`config.mk`:
```
export PLATFORM = sky130hd
export DESIGN_NAME = uart_rx_cfg
export DESIGN_NICKNAME = d
export VERILOG_FILES = /design/src/rtl/uart_pkg.sv /design/src/rtl/uart_rx_sync.sv /design/src/rtl/uart_rx_cfg.sv
export SDC_FILE = /design/constraint.sdc
export NUM_CORES = 1
export LEC_CHECK = 0
export BUFFER_PORTS_ARGS = -buffer_cell sky130_fd_sc_hd__buf_4
export CAP_MARGIN = 40
export CORE_MARGIN = 8
export CORE_UTILIZATION = 54
export CTS_BUF_LIST = sky130_fd_sc_hd__clkbuf_4
export DETAILED_ROUTE_END_ITERATION = 10
export PLACE_DENSITY = 0.77
export SLEW_MARGIN = 10
export SYNTH_ARGS = -nofsm -noshare
export SYNTH_HDL_FRONTEND = slang
export SYNTH_HIERARCHICAL = 1
export SYNTH_SLANG_ARGS = --single-unit
```
`constraint.sdc`:
```
create_clock -name clk -period 1.6 [get_ports clk]
set_input_delay 0.08 -clock clk [delete_from_list [all_inputs] [get_ports clk]]
set_output_delay 0.08 -clock clk [all_outputs]
set_load 0.02 [all_outputs]
```
`src/rtl/uart_pkg.sv`:
```
// Shared UART definitions: receiver FSM states, parity sense constants
// and the 2-of-3 vote used when oversampled bit voting is built in.
package uart_pkg;

    typedef enum logic [2:0] {
        IDLE   = 3'd0,
        START  = 3'd1,
        DATA   = 3'd2,
        PARITY = 3'd3,
        STOP   = 3'd4
    } state_t;

    localparam logic PARITY_EVEN = 1'b0;
    localparam logic PARITY_ODD  = 1'b1;

    function automatic logic maj3(input logic a, input logic b, input logic c);
        return (a & b) | (a & c) | (b & c);
    endfunction

endpackage

```
`src/rtl/uart_rx_sync.sv`:
```
// Two-flop synchroniser for the asynchronous rx pad; resets to the idle
// (high) line level so a reset never looks like a start bit.
module uart_rx_sync (
    input  logic clk,
    input  logic reset,
    input  logic rx,
    output logic rx_s
);

    logic rx_meta;

    // Double-register the pad input into the clk domain.
    always_ff @(posedge clk) begin
        if (reset) begin
            rx_meta <= 1'b1;
            rx_s    <= 1'b1;
        end else begin
            rx_meta <= rx;
            rx_s    <= rx_meta;
        end
    end

endmodule

```
`src/rtl/uart_rx_cfg.sv`:
```
// Oversampled UART receiver with run-time parity (none/even/odd) and
// 1/2 stop bits, false-start rejection and parity/framing error flags.
// Build option: define UART_RX_MAJORITY_EN to take each bit as the 2-of-3
// vote of the last three oversamples before the sample point.
module uart_rx_cfg
    import uart_pkg::*;
#(
    parameter int NB_DATA = 8,
    parameter int S_TICK  = 16
) (
    input  logic               clk,
    input  logic               reset,
    input  logic               rx,
    input  logic               s_tick,
    input  logic               cfg_parity_en,
    input  logic               cfg_parity_odd,
    input  logic               cfg_two_stop,
    output logic               rx_done_tick,
    output logic [NB_DATA-1:0] data_out,
    output logic               parity_err,
    output logic               frame_err
);

    localparam int CW = $clog2(S_TICK);
    localparam int IW = $clog2(NB_DATA + 1);
    localparam logic [CW-1:0] START_PT = CW'(S_TICK / 2 - 1);
    localparam logic [CW-1:0] BIT_PT   = CW'(S_TICK - 1);
    localparam logic [IW-1:0] LAST_IDX = IW'(NB_DATA - 1);

    logic               rx_s;
    state_t             state;
    logic [CW-1:0]      cnt;
    logic [IW-1:0]      idx;
    logic [NB_DATA-1:0] shreg;
    logic               par_acc;
    logic               perr_acc;
    logic               ferr_acc;
    logic               stop_idx;
    logic               pen_q;
    logic               odd_q;
    logic               two_q;
    logic               wait_high;
    logic [CW-1:0]      sample_pt;
    logic               at_sample;
    logic               bit_now;

    uart_rx_sync u_sync (
        .clk   (clk),
        .reset (reset),
        .rx    (rx),
        .rx_s  (rx_s)
    );

    assign sample_pt = (state == START) ? START_PT : BIT_PT;
    assign at_sample = s_tick && (cnt == sample_pt);

`ifdef UART_RX_MAJORITY_EN
    logic samp_a;
    logic samp_b;

    // Capture the two oversamples preceding the sample point for the vote.
    always_ff @(posedge clk) begin
        if (reset) begin
            samp_a <= 1'b1;
            samp_b <= 1'b1;
        end else if (s_tick) begin
            if (cnt == sample_pt - CW'(2)) samp_a <= rx_s;
            if (cnt == sample_pt - CW'(1)) samp_b <= rx_s;
        end
    end

    assign bit_now = maj3(samp_a, samp_b, rx_s);
`else
    assign bit_now = rx_s;
`endif

    // Receiver FSM with datapath: framing, shifting, parity and error flags.
    always_ff @(posedge clk) begin
        if (reset) begin
            state        <= IDLE;
            cnt          <= '0;
            idx          <= '0;
            shreg        <= '0;
            par_acc      <= 1'b0;
            perr_acc     <= 1'b0;
            ferr_acc     <= 1'b0;
            stop_idx     <= 1'b0;
            pen_q        <= 1'b0;
            odd_q        <= 1'b0;
            two_q        <= 1'b0;
            wait_high    <= 1'b0;
            rx_done_tick <= 1'b0;
            data_out     <= '0;
            parity_err   <= 1'b0;
            frame_err    <= 1'b0;
        end else begin
            rx_done_tick <= 1'b0;
            case (state)
                IDLE: begin
                    // After a frame ending with the line low (break), hold
                    // off until the line has gone back to idle.
                    if (wait_high) begin
                        if (rx_s) wait_high <= 1'b0;
                    end else if (!rx_s) begin
                        state    <= START;
                        cnt      <= '0;
                        idx      <= '0;
                        stop_idx <= 1'b0;
                        par_acc  <= 1'b0;
                        perr_acc <= 1'b0;
                        ferr_acc <= 1'b0;
                        pen_q    <= cfg_parity_en;
                        odd_q    <= cfg_parity_odd;
                        two_q    <= cfg_two_stop;
                    end
                end
                START: begin
                    if (at_sample) begin
                        cnt <= '0;
                        if (bit_now) state <= IDLE;
                        else begin
                            state <= DATA;
                            idx   <= '0;
                        end
                    end else if (s_tick) begin
                        cnt <= cnt + CW'(1);
                    end
                end
                DATA: begin
                    if (at_sample) begin
                        cnt     <= '0;
                        shreg   <= {bit_now, shreg[NB_DATA-1:1]};
                        par_acc <= par_acc ^ bit_now;
                        if (idx == LAST_IDX) state <= pen_q ? PARITY : STOP;
                        else                 idx   <= idx + IW'(1);
                    end else if (s_tick) begin
                        cnt <= cnt + CW'(1);
                    end
                end
                PARITY: begin
                    if (at_sample) begin
                        cnt      <= '0;
                        perr_acc <= (((par_acc ^ bit_now) != 1'b0) ? PARITY_ODD : PARITY_EVEN) != odd_q;
                        state    <= STOP;
                    end else if (s_tick) begin
                        cnt <= cnt + CW'(1);
                    end
                end
                STOP: begin
                    if (at_sample) begin
                        cnt <= '0;
                        if (two_q && !stop_idx) begin
                            stop_idx <= 1'b1;
                            ferr_acc <= ferr_acc | !bit_now;
                        end else begin
                            // Mid last stop bit: publish so a back-to-back
                            // start edge is still caught.
                            rx_done_tick <= 1'b1;
                            data_out     <= shreg;
                            parity_err   <= pen_q & perr_acc;
                            frame_err    <= ferr_acc | !bit_now;
                            wait_high    <= !bit_now;
                            state        <= IDLE;
                        end
                    end else if (s_tick) begin
                        cnt <= cnt + CW'(1);
                    end
                end
                default: state <= IDLE;
            endcase
        end
    end

endmodule

```
Word level (Yosys, flattened, before mapping)

Cells that the tools add are included.

$add $sub $neg: 2
Multipliers: 0
Div/mod/pow operators: 0
$lt $le $gt $ge: 0
Equality and inequality tests: 18
Shift-type cells: 0
Muxes and demuxes: 42
Bitwise logic cells: 8
Reduce and logical (&&, ||, !) cells: 22

Operator list:

| cell                                                  | count |
|---|---|
| 2-to-1 mux 4 bit                                      | 10 |
| 2-to-1 mux 3 bit                                      | 9 |
| inequality test 2 bit, second input constant          | 10 |
| case mux 3 bit (5 select lines)                       | 1 |
| 2-to-1 mux 1 bit                                      | 14 |
| case mux 4 bit (3 select lines)                       | 1 |
| AND reduction 4 bit                                   | 3 |
| case mux 1 bit (2 select lines)                       | 5 |
| AND reduction 5 bit                                   | 2 |
| AND reduction 3 bit                                   | 3 |
| adder 4 x 1 -> 4 bit, second input constant           | 2 |
| case mux 4 bit (2 select lines)                       | 1 |
| AND reduction 8 bit                                   | 1 |
| nonzero test 2 bit                                    | 4 |
| == test 3 x 2 -> 1 bit, second input constant         | 2 |
| inverter 1 bit                                        | 5 |
| == test 4 x 3 -> 1 bit, second input constant         | 1 |
| == test 4 bit                                         | 1 |
| OR reduction 4 bit                                    | 1 |
| == test 3 x 1 -> 1 bit, second input constant         | 1 |
| == test 3 bit, second input constant                  | 1 |
| logical NOT 3 bit                                     | 1 |
| inequality test 3 x 1 -> 1 bit, second input constant | 1 |
| nonzero test 3 bit                                    | 1 |
| other kinds (9)                                       | 11 |

Flip-flop bits (word level): 40
Bits in latches: 0
Bits in writable memories: 0
ROM bits: 0
Bits of input ports: 7
Output and inout port bits: 11
Memories kept: 0

Logic depth before layout (Yosys ltp)

Gate-level depths: netlist of run 1.

Word-level depth: 6
Gate-level depth with buffers: 7
Gate-level depth less buffers: 6

Hierarchy

Netlist of run 1, hierarchy kept.

By module, submodules not included:

| module       | instances | cells each | area an instance (um^2) |
|---|---|---|---|
| uart_rx_cfg  | 1         | 205        | 1757.9 |
| uart_rx_sync | 1         | 4          | 52.6 |

Worst setup path before layout of run 1

No wires, ideal clock.

Kind: register to register
Start point: reg cnt[0]
End point: reg idx[3]
Arrival time: 1.578 ns
Data required time: 1.485 ns
Setup slack: -0.093 ns
Cell stages (with the launch flop): 8
Path buffers: 1
Clock period less this slack: 1.693 ns
Cell sequence: dfxtp_1 ha_1 and4_1 clkbuf_2 nand3_1 a211oi_2 a21boi_0 o21a_1

Word-level cells in the longest chain between the ends: 4
Elaborated cells between the ends (all ways): 5
Classes of those cells: eq/ne (3); reduce/logical (2)

Ends and longest elaborated chain:

| what                                   | RTL line           | text |
|---|---|---|
| from (decl)                            | uart_rx_cfg.sv:32  | `logic [CW-1:0] cnt;` |
| from (signal assigned)                 | uart_rx_cfg.sv:126 | `cnt <= cnt + CW'(1);` |
| from (signal assigned)                 | uart_rx_cfg.sv:137 | `cnt <= cnt + CW'(1);` |
| from (signal assigned)                 | uart_rx_cfg.sv:146 | `cnt <= cnt + CW'(1);` |
| == test 4 bit *                        | uart_rx_cfg.sv:55  | `assign at_sample = s_tick && (cnt == sample_pt);` |
| logical AND 1 bit *                    | uart_rx_cfg.sv:55  |  |
| inequality test 2 bit (no source line) | -                  |  |
| AND reduction 5 bit (no source line) * | -                  |  |
| to (signal assigned)                   | uart_rx_cfg.sv:135 | `else idx <= idx + IW'(1);` |
| to (decl)                              | uart_rx_cfg.sv:33  | `logic [IW-1:0] idx;` |

Mark *: on every way between the ends. The rest lies on a longest branch, timed or not.
A chain may end at the register's enable or synchronous reset.

Worst setup path in the final report of run 1

Start point: reg cnt[0]
End point: reg state[0]

Word-level cells in the longest chain between the ends: 4
Elaborated cells between the ends (all ways): 7
Classes of those cells: eq/ne (5); reduce/logical (2)

Ends and longest elaborated chain:

| what                                   | RTL line           | text |
|---|---|---|
| == test 4 bit *                        | uart_rx_cfg.sv:55  |  |
| logical AND 1 bit *                    | uart_rx_cfg.sv:55  |  |
| inequality test 2 bit (no source line) | -                  |  |
| AND reduction 8 bit (no source line) * | -                  |  |
| to (signal assigned)                   | uart_rx_cfg.sv:134 | `if (idx == LAST_IDX) state <= pen_q ? PARITY : STOP;` |
| to (decl)                              | uart_rx_cfg.sv:31  | `state_t state;` |

Marks and branches as above.

==> results of run 1 <==
layer usage:
layer,wire [um],global-route usage (%)
met2,2131,25.88
met3,183,4.775
met5,0,0
met4,95,5.987
met1,1918,20.05
synth_stat cells, types with 2 or more instances:
master and number:
a21oi_1 17, a21oi_2 3, a22oi_1 3, a31oi_1 2, buf_2 3, clkbuf_1 7
dfxtp_1 40, ha_1 2, inv_1 3, mux2_2 2, mux2i_1 9, nand2_1 28
nand2b_1 5, nand3_1 7, nand3b_1 2, nand4_1 2, nor2_1 21, nor3_1 7
nor3_2 2, o21ai_0 9, o22ai_1 3, or2_1 2, or2_2 2, xnor2_1 4
xor2_1 2
cell type report:
| class | instances | area [um^2] |
|---|---|---|
| Multi-Input combinational cell | 154 | 1059 |
| Clock buffer | 5 | 37.54 |
| Tap cell | 46 | 57.56 |
| Timing Repair Buffer | 51 | 404.1 |
| Sequential cell | 40 | 810.8 |
| Clock inverter | 3 | 42.54 |
| Inverter | 3 | 11.26 |
| Fill cell | 232 | 862.1 |
stage by stage:
step / hold slack, ps / utilization (%) / setup WS [ps]
finish: 132.3 / 73.75 / -117.7
global route: 121.7 / 73.75 / -158.8
CTS: 123.9 / 69.83 / -64.30
detailed placement: 262.9 / 65.71 / -69.22
global placement: 258.6 / 65.71 / -60.43
floorplan: 177.1 / - / 2.657
where the power goes:
part	internal (mW)	switching [mW]	total, mW
logic	0.102	0.108	0.209
registers	1.01	0.0135	1.02
clock network	0.327	0.335	0.661
flip-flops by register name, summed over array words and instances (netlist names), 3 cells and up:
signal and cells:
shreg 8, data_out 8, state 3, cnt 4, idx 4
timing repair:
action,4_1_cts,5_1_grt
endpoints found under the hold margin,4,0
buffers inserted,0,5
cloned,0,0
pin swaps,0,8
hold buffers,4,0
resized for setup,5,22
setup endpoints to repair,16,26
worst max path at each step:
| stage | end | from | slack (ps) | cells past startpoint |
|---|---|---|---|---|
| final | state[0] | cnt[0] | -120 | 6 |
| after global routing | state[0] | cnt[1] | -160 | 6 |
| after CTS | state[0] | cnt[0] | -60 | 6 |
| after detailed placement | idx[2] | cnt[1] | -70 | 6 |
| after global placement | state[0] | cnt[0] | -60 | 6 |
| after floorplan | idx[3] | cnt[1] | 3 | 7 |
cell families (layout without fill, tap and decap cells):
family	count (synthesis)	count (layout)	synth area share, %
AOI/OAI and AO/OA	48	48	17.42
xor gates and xnor gates	6	6	2.903
adders and majority gates	2	2	1.382
buffers and inverters	15	62	3.801
DFF	40	40	44.23
muxes	11	11	6.220
and+or+nand+nor	87	87	24.05
critical path, cell delays in order, from the launching register on:
cell and delay, ps:
dfxtp_2 370, ha_4 160, nand3_4 80, o221a_4 290, a21oi_4 140, or4b_4 480
a21oi_2 140
==> flow_metrics.py, run 1 <==
metrics = {
    "grt": {
        "grt_pass1_wl_um": 6934,
        "grt_max_degree": 40,
        "antenna_found_initial": 0,
        "first_global_vias": 1532,
        "grt_overflow": 0,
        "grtUsageTotal_pct": 16.24,
    },
    "placement": {
        "gp_routability_congestion": 0.8399,
        "io_buffers": 17,
        "dp_hpwl_um": 2720,
        "dpl-instance-area_mm2": 0.002158,
        "place_inst": 285,
    },
    "floorplanning": {
        "rows": 21,
        "dieArea_mm2": 0.005461,
        "die_w_um": 73.90,
        "start_util_pct": 55.12,
        "core-area_mm2": 0.003284,
        "io-pin-count": 18,
        "die_height_um": 73.90,
    },
    "detailed_routing": {
        "wl_um": 4328,
        "drc": 0,
        "drt_iter0_drc": 89,
        "drt-wirelength-per-cell_um": 14.33,
        "post_drt_via_cell_ratio": 5.487,
        "num_vias": 1657,
        "ant_nets": 0,
        "dr.pass1.iters": 4,
    },
    "synthesis": {
        "synth_seq_cells": 40,
        "synth_top_area_share_pct": 44.23,
        "ys_types": 47,
        "yosys-top-cells-area": "dfxtp_1 (44%), nand2_1 (5.8%), mux2i_1 (5.0%)",
        "synth_enable_flop_cells": 0,
        "yosys.area.top_type": "dfxtp_1",
        "async_reset_ff_share_pct": 0,
        "synth_area_mm2": 0.001810,
        "yosysWarningCount": 6,
        "synth_nets": 218,
        "yosysSeqAreaShare_pct": 44.23,
        "avgSynthCellArea_um2": 8.663,
        "synth_cells": 209,
        "synthFlopType": "dfxtp_1",
    },
    "critical_path": {
        "cp-end-kind": "flop",
        "cp_max_fo": 4,
        "critPathKind": "reg2reg",
        "cp-start-kind": "flop",
        "worst_r2r_path_depth": 6,
        "r2r_setup_slack_ps": -120,
        "reg2reg_from": "cnt[0]",
        "required_ps": 1880,
        "arrival_ps": 2000,
        "reg2reg_to": "state[0]",
    },
    "power": {
        "ir_drop_mv": 0.6727,
        "leakagePower_nw": 0.9695,
        "power.total_mw": 1.892,
        "p_per_area_mw_per_mm2": 781.1,
    },
    "final_layout": {
        "design_area_mm2": 0.002422,
        "layout.cells.non_filler": 302,
        "final_common_cell": "buf_4",
        "layout-drive-gt1-share_pct": 33.98,
        "diodes": 0,
        "areaGrowthSynthToFinish_pct": 33.79,
        "layout_common_cells": "buf_4 (45), dfxtp_1 (34), nand2_1 (28)",
        "nets": 264,
    },
    "min_path": {
        "min_to": "rx_done_tick",
        "hold_start": "reset",
        "min_delay_path_depth": 2,
        "hp-class": "in2reg",
    },
    "sta": {
        "worstMarginPinSlew_ps": 406.4,
        "final-hold-violation-count": 0,
        "slew_viol_final": 0,
        "max_freq_ghz": 0.5822,
        "setup_violations": 4,
        "tns_ps": -169.1,
        "period_share_pct": 107.4,
        "slew_headroom_pct": 72.90,
        "setup_ws_ps": -117.7,
        "rsz0062_at_grt": "true",
        "fin_skew_ps": 8.192,
        "post-route-min-period_ps": 1718,
    },
    "cts": {
        "root_buffer": "clkbuf_4",
        "tritoncts": "built",
        "numCtsBuffers": 5,
        "htreeDepth": 2,
        "insertion_delay_ps": 350,
        "clk_pin_slew_ps": 120,
        "cts_buffer_depth": 2,
        "cts_sinks": 40,
    },
    "job": {
        "drv_cap": 0,
    },
    "status": {
        "violations": "setup timing",
        "status": "finished with violations",
    },
}
Note: power is estimated with default switching activity, not from simulation.
==> inputs of run 2 (changes only) <==
--- a/config.mk
+++ b/config.mk
@@ -7,11 +7,11 @@
 export LEC_CHECK = 0
 export BUFFER_PORTS_ARGS = -buffer_cell sky130_fd_sc_hd__buf_4
 export CAP_MARGIN = 40
+export CORE_ASPECT_RATIO = 0.9
 export CORE_MARGIN = 8
-export CORE_UTILIZATION = 54
+export CORE_UTILIZATION = 44
 export CTS_BUF_LIST = sky130_fd_sc_hd__clkbuf_4
 export DETAILED_ROUTE_END_ITERATION = 10
-export PLACE_DENSITY = 0.77
 export SLEW_MARGIN = 10
 export SYNTH_ARGS = -nofsm -noshare
 export SYNTH_HDL_FRONTEND = slang
==> flow_metrics.py, run 2 (synthesis results as in run 1) <==
metrics = {
    "status": {
        "status": "finished with violations",
        "violations": "setup timing",
    },
    "critical_path": {
        "worstPathCellList": "ha_4 > nand3_2 > o221a_4 > a21oi_4 > or4b_1 > a21oi_1",
        "cp-start-kind": "flop",
        "arrival_ps": 1940,
        "required_ps": 1890,
        "critPathKind": "reg2reg",
        "cp_max_fo": 4,
        "cpMaxStageDelayCell": "or4b_1",
        "cp-end-kind": "flop",
        "max_stage_delay_ps": 440,
    },
    "grt": {
        "antenna_found_initial": 0,
        "first_global_vias": 1514,
        "grtUsageTotal_pct": 13.13,
        "grt_overflow": 0,
        "grt_max_degree": 26,
        "grt_pass1_wl_um": 7120,
    },
    "power": {
        "ir_drop_mv": 0.5395,
        "power.total_mw": 1.732,
        "leakagePower_nw": 0.9577,
        "p_per_area_mw_per_mm2": 720.8,
    },
    "sta": {
        "worstMarginPinSlew_ps": 341.4,
        "tns_ps": -130.1,
        "period_share_pct": 103.6,
        "slew_headroom_pct": 77.06,
        "post-route-min-period_ps": 1657,
        "slew_viol_final": 0,
        "max_freq_ghz": 0.6036,
        "final-hold-violation-count": 0,
        "setup_violations": 5,
        "rsz0062_at_grt": "true",
        "setup_ws_ps": -56.86,
        "fin_skew_ps": 7.008,
    },
    "final_layout": {
        "diodes": 0,
        "final_common_cell": "buf_4",
        "multi_input_area_mm2": 0.001050,
        "reg.largest.list": "data_out: 8 flops, shreg: 8 flops",
        "design_area_mm2": 0.002404,
        "final-seq-area_um2": 807.0,
        "areaGrowthSynthToFinish_pct": 32.76,
        "final_core_util_pct": 59.81,
        "layout_common_cells": "buf_4 (45), dfxtp_1 (35), nand2_1 (28)",
        "layout-drive-gt1-share_pct": 33.07,
        "nets": 265,
        "nFillCells": 362,
    },
    "min_path": {
        "hp-class": "in2reg",
    },
    "cts": {
        "root_buffer": "clkbuf_4",
        "insertion_delay_ps": 350,
        "clk_pin_slew_ps": 120,
        "cts_buffer_depth": 2,
        "numCtsBuffers": 5,
        "tritoncts": "built",
        "htreeDepth": 2,
        "cts_sinks": 40,
    },
    "job": {
        "drv_cap": 0,
    },
    "floorplanning": {
        "start_util_pct": 45.05,
        "dieArea_mm2": 0.006426,
        "rows": 22,
        "io-pin-count": 18,
        "core-area_mm2": 0.004019,
        "die_height_um": 76.86,
        "die_w_um": 83.62,
    },
    "detailed_routing": {
        "num_vias": 1627,
        "drt_iter0_drc": 82,
        "drc": 0,
        "drt-wirelength-per-cell_um": 13.97,
        "dr.pass1.iters": 4,
        "ant_nets": 0,
        "post_drt_via_cell_ratio": 5.334,
        "wl_um": 4260,
    },
    "placement": {
        "io_buffers": 17,
        "gp_routability_congestion": 0.8111,
        "dp_hpwl_um": 3032,
        "dp_slack_ps": -60.76,
        "dpl-instance-area_mm2": 0.002176,
    },
}
-- run 2: per-layer routing --
layer | track usage [%] | share of wire (%) | up-vias
li1 | - | - | 825
met1 | 15.88 | 46 | 758
met2 | 21.36 | 48 | 39
met3 | 4.013 | 4.4 | 5
met4 | 4.655 | 0.99 | 0
met5 | 0 | 0 | -
-- run 2: final cells by class --
cell class                      instances  area share, %
Clock buffer                            5          1.562
Tap cell                               48          2.499
Multi-Input combinational cell        154          43.68
Timing Repair Buffer                   52          17.44
Inverter                                3         0.4685
Sequential cell                        40          33.58
Clock inverter                          3         0.7808
-- run 2: repair_timing --
action                                  CTS  global route
setup buffers                             1             2
pin swaps                                 2             6
hold buffers                              5             0
endpoints found under the setup margin   21            28
hold endpoints to repair                  5             0
resized for setup                         6            18
-- run 2: power breakdown --
part | switching [mW] | total [mW] | leakage [nW] | internal [mW]
clock | 0.351 | 0.516 | 0.0249 | 0.166
sequential | 0.00995 | 1.02 | 0.326 | 1.01
combinational | 0.106 | 0.199 | 0.607 | 0.0929
-- run 2: critical path: cells and delay by family (launching register included) --
| kind | cells | cell delay (ps) |
|---|---|---|
| AO/OA/AOI/OAI | 3 | 520 |
| AND/OR/NAND/NOR | 2 | 540 |
| flip-flops | 1 | 380 |
| adder cells (fa/ha/maj) | 1 | 150 |
-- run 2: through the flow --
stage	hold WS (ps)	std cells
floorplan	177.1	209
global placement	265.0	289
detailed placement	262.2	289
CTS	273.3	303
global route	288.5	305
finish	290.5	305
-- run 2: path summary, 6_finish.rpt --
check	from	depth (start not counted)	endpoint	slack, ps
worst max register to register	cnt[1]	6	state[0]	-60
worst min-delay path	s_tick	4	cnt[0]	290
worst max-delay path	cnt[1]	6	state[0]	-60
worst min register to register	u_sync/rx_meta	1	u_sync/rx_s	430
==> inputs of run 3 (changes only) <==
--- a/config.mk
+++ b/config.mk
@@ -5,13 +5,14 @@
 export SDC_FILE = /design/constraint.sdc
 export NUM_CORES = 1
 export LEC_CHECK = 0
-export BUFFER_PORTS_ARGS = -buffer_cell sky130_fd_sc_hd__buf_4
 export CAP_MARGIN = 40
 export CORE_ASPECT_RATIO = 0.9
 export CORE_MARGIN = 8
 export CORE_UTILIZATION = 44
 export CTS_BUF_LIST = sky130_fd_sc_hd__clkbuf_4
+export CTS_CLUSTER_SIZE = 20
 export DETAILED_ROUTE_END_ITERATION = 10
+export DONT_BUFFER_PORTS = 1
 export SLEW_MARGIN = 10
 export SYNTH_ARGS = -nofsm -noshare
 export SYNTH_HDL_FRONTEND = slang
==> flow_metrics.py, run 3 (synthesis results as in run 1) <==
metrics = {
    "final_layout": {
        "final_common_cell": "dfxtp_1",
        "nets": 258,
        "areaGrowthSynthToFinish_pct": 34.55,
        "layout_common_cells": "dfxtp_1 (36), buf_4 (32), nand2_1 (27)",
        "layout-drive-gt1-share_pct": 34.40,
        "diodes": 0,
        "design_area_mm2": 0.002436,
        "nFillCells": 349,
        "reg.largest.list": "data_out: 8 flops, shreg: 8 flops",
        "multi_input_area_mm2": 0.001074,
        "final-seq-area_um2": 808.3,
    },
    "grt": {
        "grt_pass1_wl_um": 7293,
        "grt_max_degree": 40,
        "first_global_vias": 1583,
        "antenna_found_initial": 0,
        "grt_overflow": 0,
        "grtUsageTotal_pct": 13.44,
    },
    "critical_path": {
        "max_stage_delay_ps": 610,
        "crit_end": "cnt[3]",
        "worstPathCellList": "or4_4 > a21oi_2 > or2_4 > a2bb2oi_2 > o22ai_1",
        "critPathLaunch": "state[0]",
        "reg2reg_to": "cnt[3]",
        "critPathKind": "reg2reg",
        "cp-end-kind": "flop",
        "cp_max_fo": 8,
        "required_ps": 1840,
        "arrival_ps": 1920,
        "worst_r2r_path_depth": 5,
        "reg2reg_from": "state[0]",
        "r2r_setup_slack_ps": -80,
        "cpMaxStageDelayCell": "or4_4",
        "cp-start-kind": "flop",
    },
    "power": {
        "leakagePower_nw": 0.9480,
        "ir_drop_mv": 0.6444,
        "power.total_mw": 1.899,
        "p_per_area_mw_per_mm2": 779.7,
    },
    "placement": {
        "dpl-instance-area_mm2": 0.002071,
        "dp_hpwl_um": 3122,
        "gp_routability_congestion": 0.8006,
        "io_buffers": 0,
    },
    "min_path": {
        "hp-class": "in2reg",
        "min_delay_path_depth": 2,
    },
    "sta": {
        "setup_violations": 6,
        "tns_ps": -201.5,
        "max_freq_ghz": 0.5944,
        "setup_ws_ps": -82.32,
        "rsz0062_at_grt": "true",
        "slew_viol_final": 0,
        "worstMarginPinSlew_ps": 351.8,
        "fin_skew_ps": 7.693,
        "post-route-min-period_ps": 1682,
        "period_share_pct": 105.1,
        "slew_headroom_pct": 76.37,
        "final-hold-violation-count": 0,
    },
    "floorplanning": {
        "dieArea_mm2": 0.006426,
        "start_util_pct": 45.05,
        "io-pin-count": 18,
        "rows": 22,
        "core-area_mm2": 0.004019,
        "die_w_um": 83.62,
        "die_height_um": 76.86,
    },
    "detailed_routing": {
        "wl_um": 4756,
        "dr.pass1.iters": 4,
        "ant_nets": 0,
        "drt-wirelength-per-cell_um": 15.96,
        "drc": 0,
        "post_drt_via_cell_ratio": 5.534,
        "num_vias": 1649,
        "drt_iter0_drc": 97,
    },
    "job": {
        "drv_cap": 0,
    },
    "cts": {
        "numCtsBuffers": 5,
        "root_buffer": "clkbuf_4",
        "insertion_delay_ps": 340,
        "cts_sinks": 40,
        "tritoncts": "built",
        "htreeDepth": 2,
        "cts_buffer_depth": 2,
        "clk_pin_slew_ps": 120,
    },
    "status": {
        "status": "finished with violations",
        "violations": "setup timing",
    },
}
run 3: cell types whose count changed in the layout (fill, tap and decap cells not counted), moves of 2 or more:
cell | previous run | this run
buf_4 | 45 | 32
a21oi_2 | 2 | 7
a21oi_1 | 16 | 13
dlygate4sd3_1 | 5 | 8
a21oi_4 | 2 | 0
dfxtp_2 | 5 | 3
o22ai_1 | 3 | 1
o22ai_2 | 0 | 2
run 3: metrics by stage:
stage                     cells  setup WS (ps)  util, %  hold slack [ps]
after global placement      275         -7.761    51.53            142.1
after detailed placement    275         -97.26    51.53            142.5
final                       298         -82.32    60.62            44.92
after floorplan             209          2.657        -            177.1
after CTS                   290         -49.52    55.73           -239.7
after global routing        298         -144.0    60.62            42.29
run 3: final cells by class:
cell class / count / area share (%)
Sequential cell: 40 / 33.18
Tap cell: 48 / 2.465
Timing Repair Buffer: 45 / 16.54
Multi-Input combinational cell: 154 / 44.07
Clock inverter: 3 / 1.746
Inverter: 3 / 0.4622
Clock buffer: 5 / 1.541
run 3: worst min path at each step:
stage / start / endpoint / slack (ps)
3_5_place_dp: reset / cnt[1] / 140
6_report: reset / state[2] / 40
3_3_place_gp: reset / cnt[1] / 140
2_1_floorplan: rx / u_sync/rx_meta / 180
4_1_cts: reset / cnt[1] / -240
5_1_grt: reset / state[2] / 40
run 3: timing repair:
action | 4_1_cts | 5_1_grt
gates cloned | 0 | 1
endpoints found under the setup margin | 20 | 22
hold endpoints to repair | 40 | 35
pin swaps | 3 | 9
hold buffers | 4 | 5
buffers inserted | 3 | 3
gates resized for setup | 8 | 23
run 3: power by group:
part / leakage, nW / switching [mW] / internal, mW / total, mW
clock: 0.0412 / 0.332 / 0.326 / 0.658
sequential: 0.325 / 0.0129 / 1.01 / 1.02
combinational: 0.582 / 0.109 / 0.112 / 0.222
total: 0.948 / 0.454 / 1.45 / 1.90
run 3: per-layer routing:
layer	track usage, %	share of wire (%)	vias up
li1	-	-	813
met1	15.94	45	799
met2	22.13	49	33
met3	4.013	4.5	4
met4	5.172	0.78	0
met5	0	0	-
run 3: worst max-delay path: cells and delay by family (launching register included):
family	cells	cell delay (ps)
simple gates	2	790
compound gates	3	390
flops	1	400
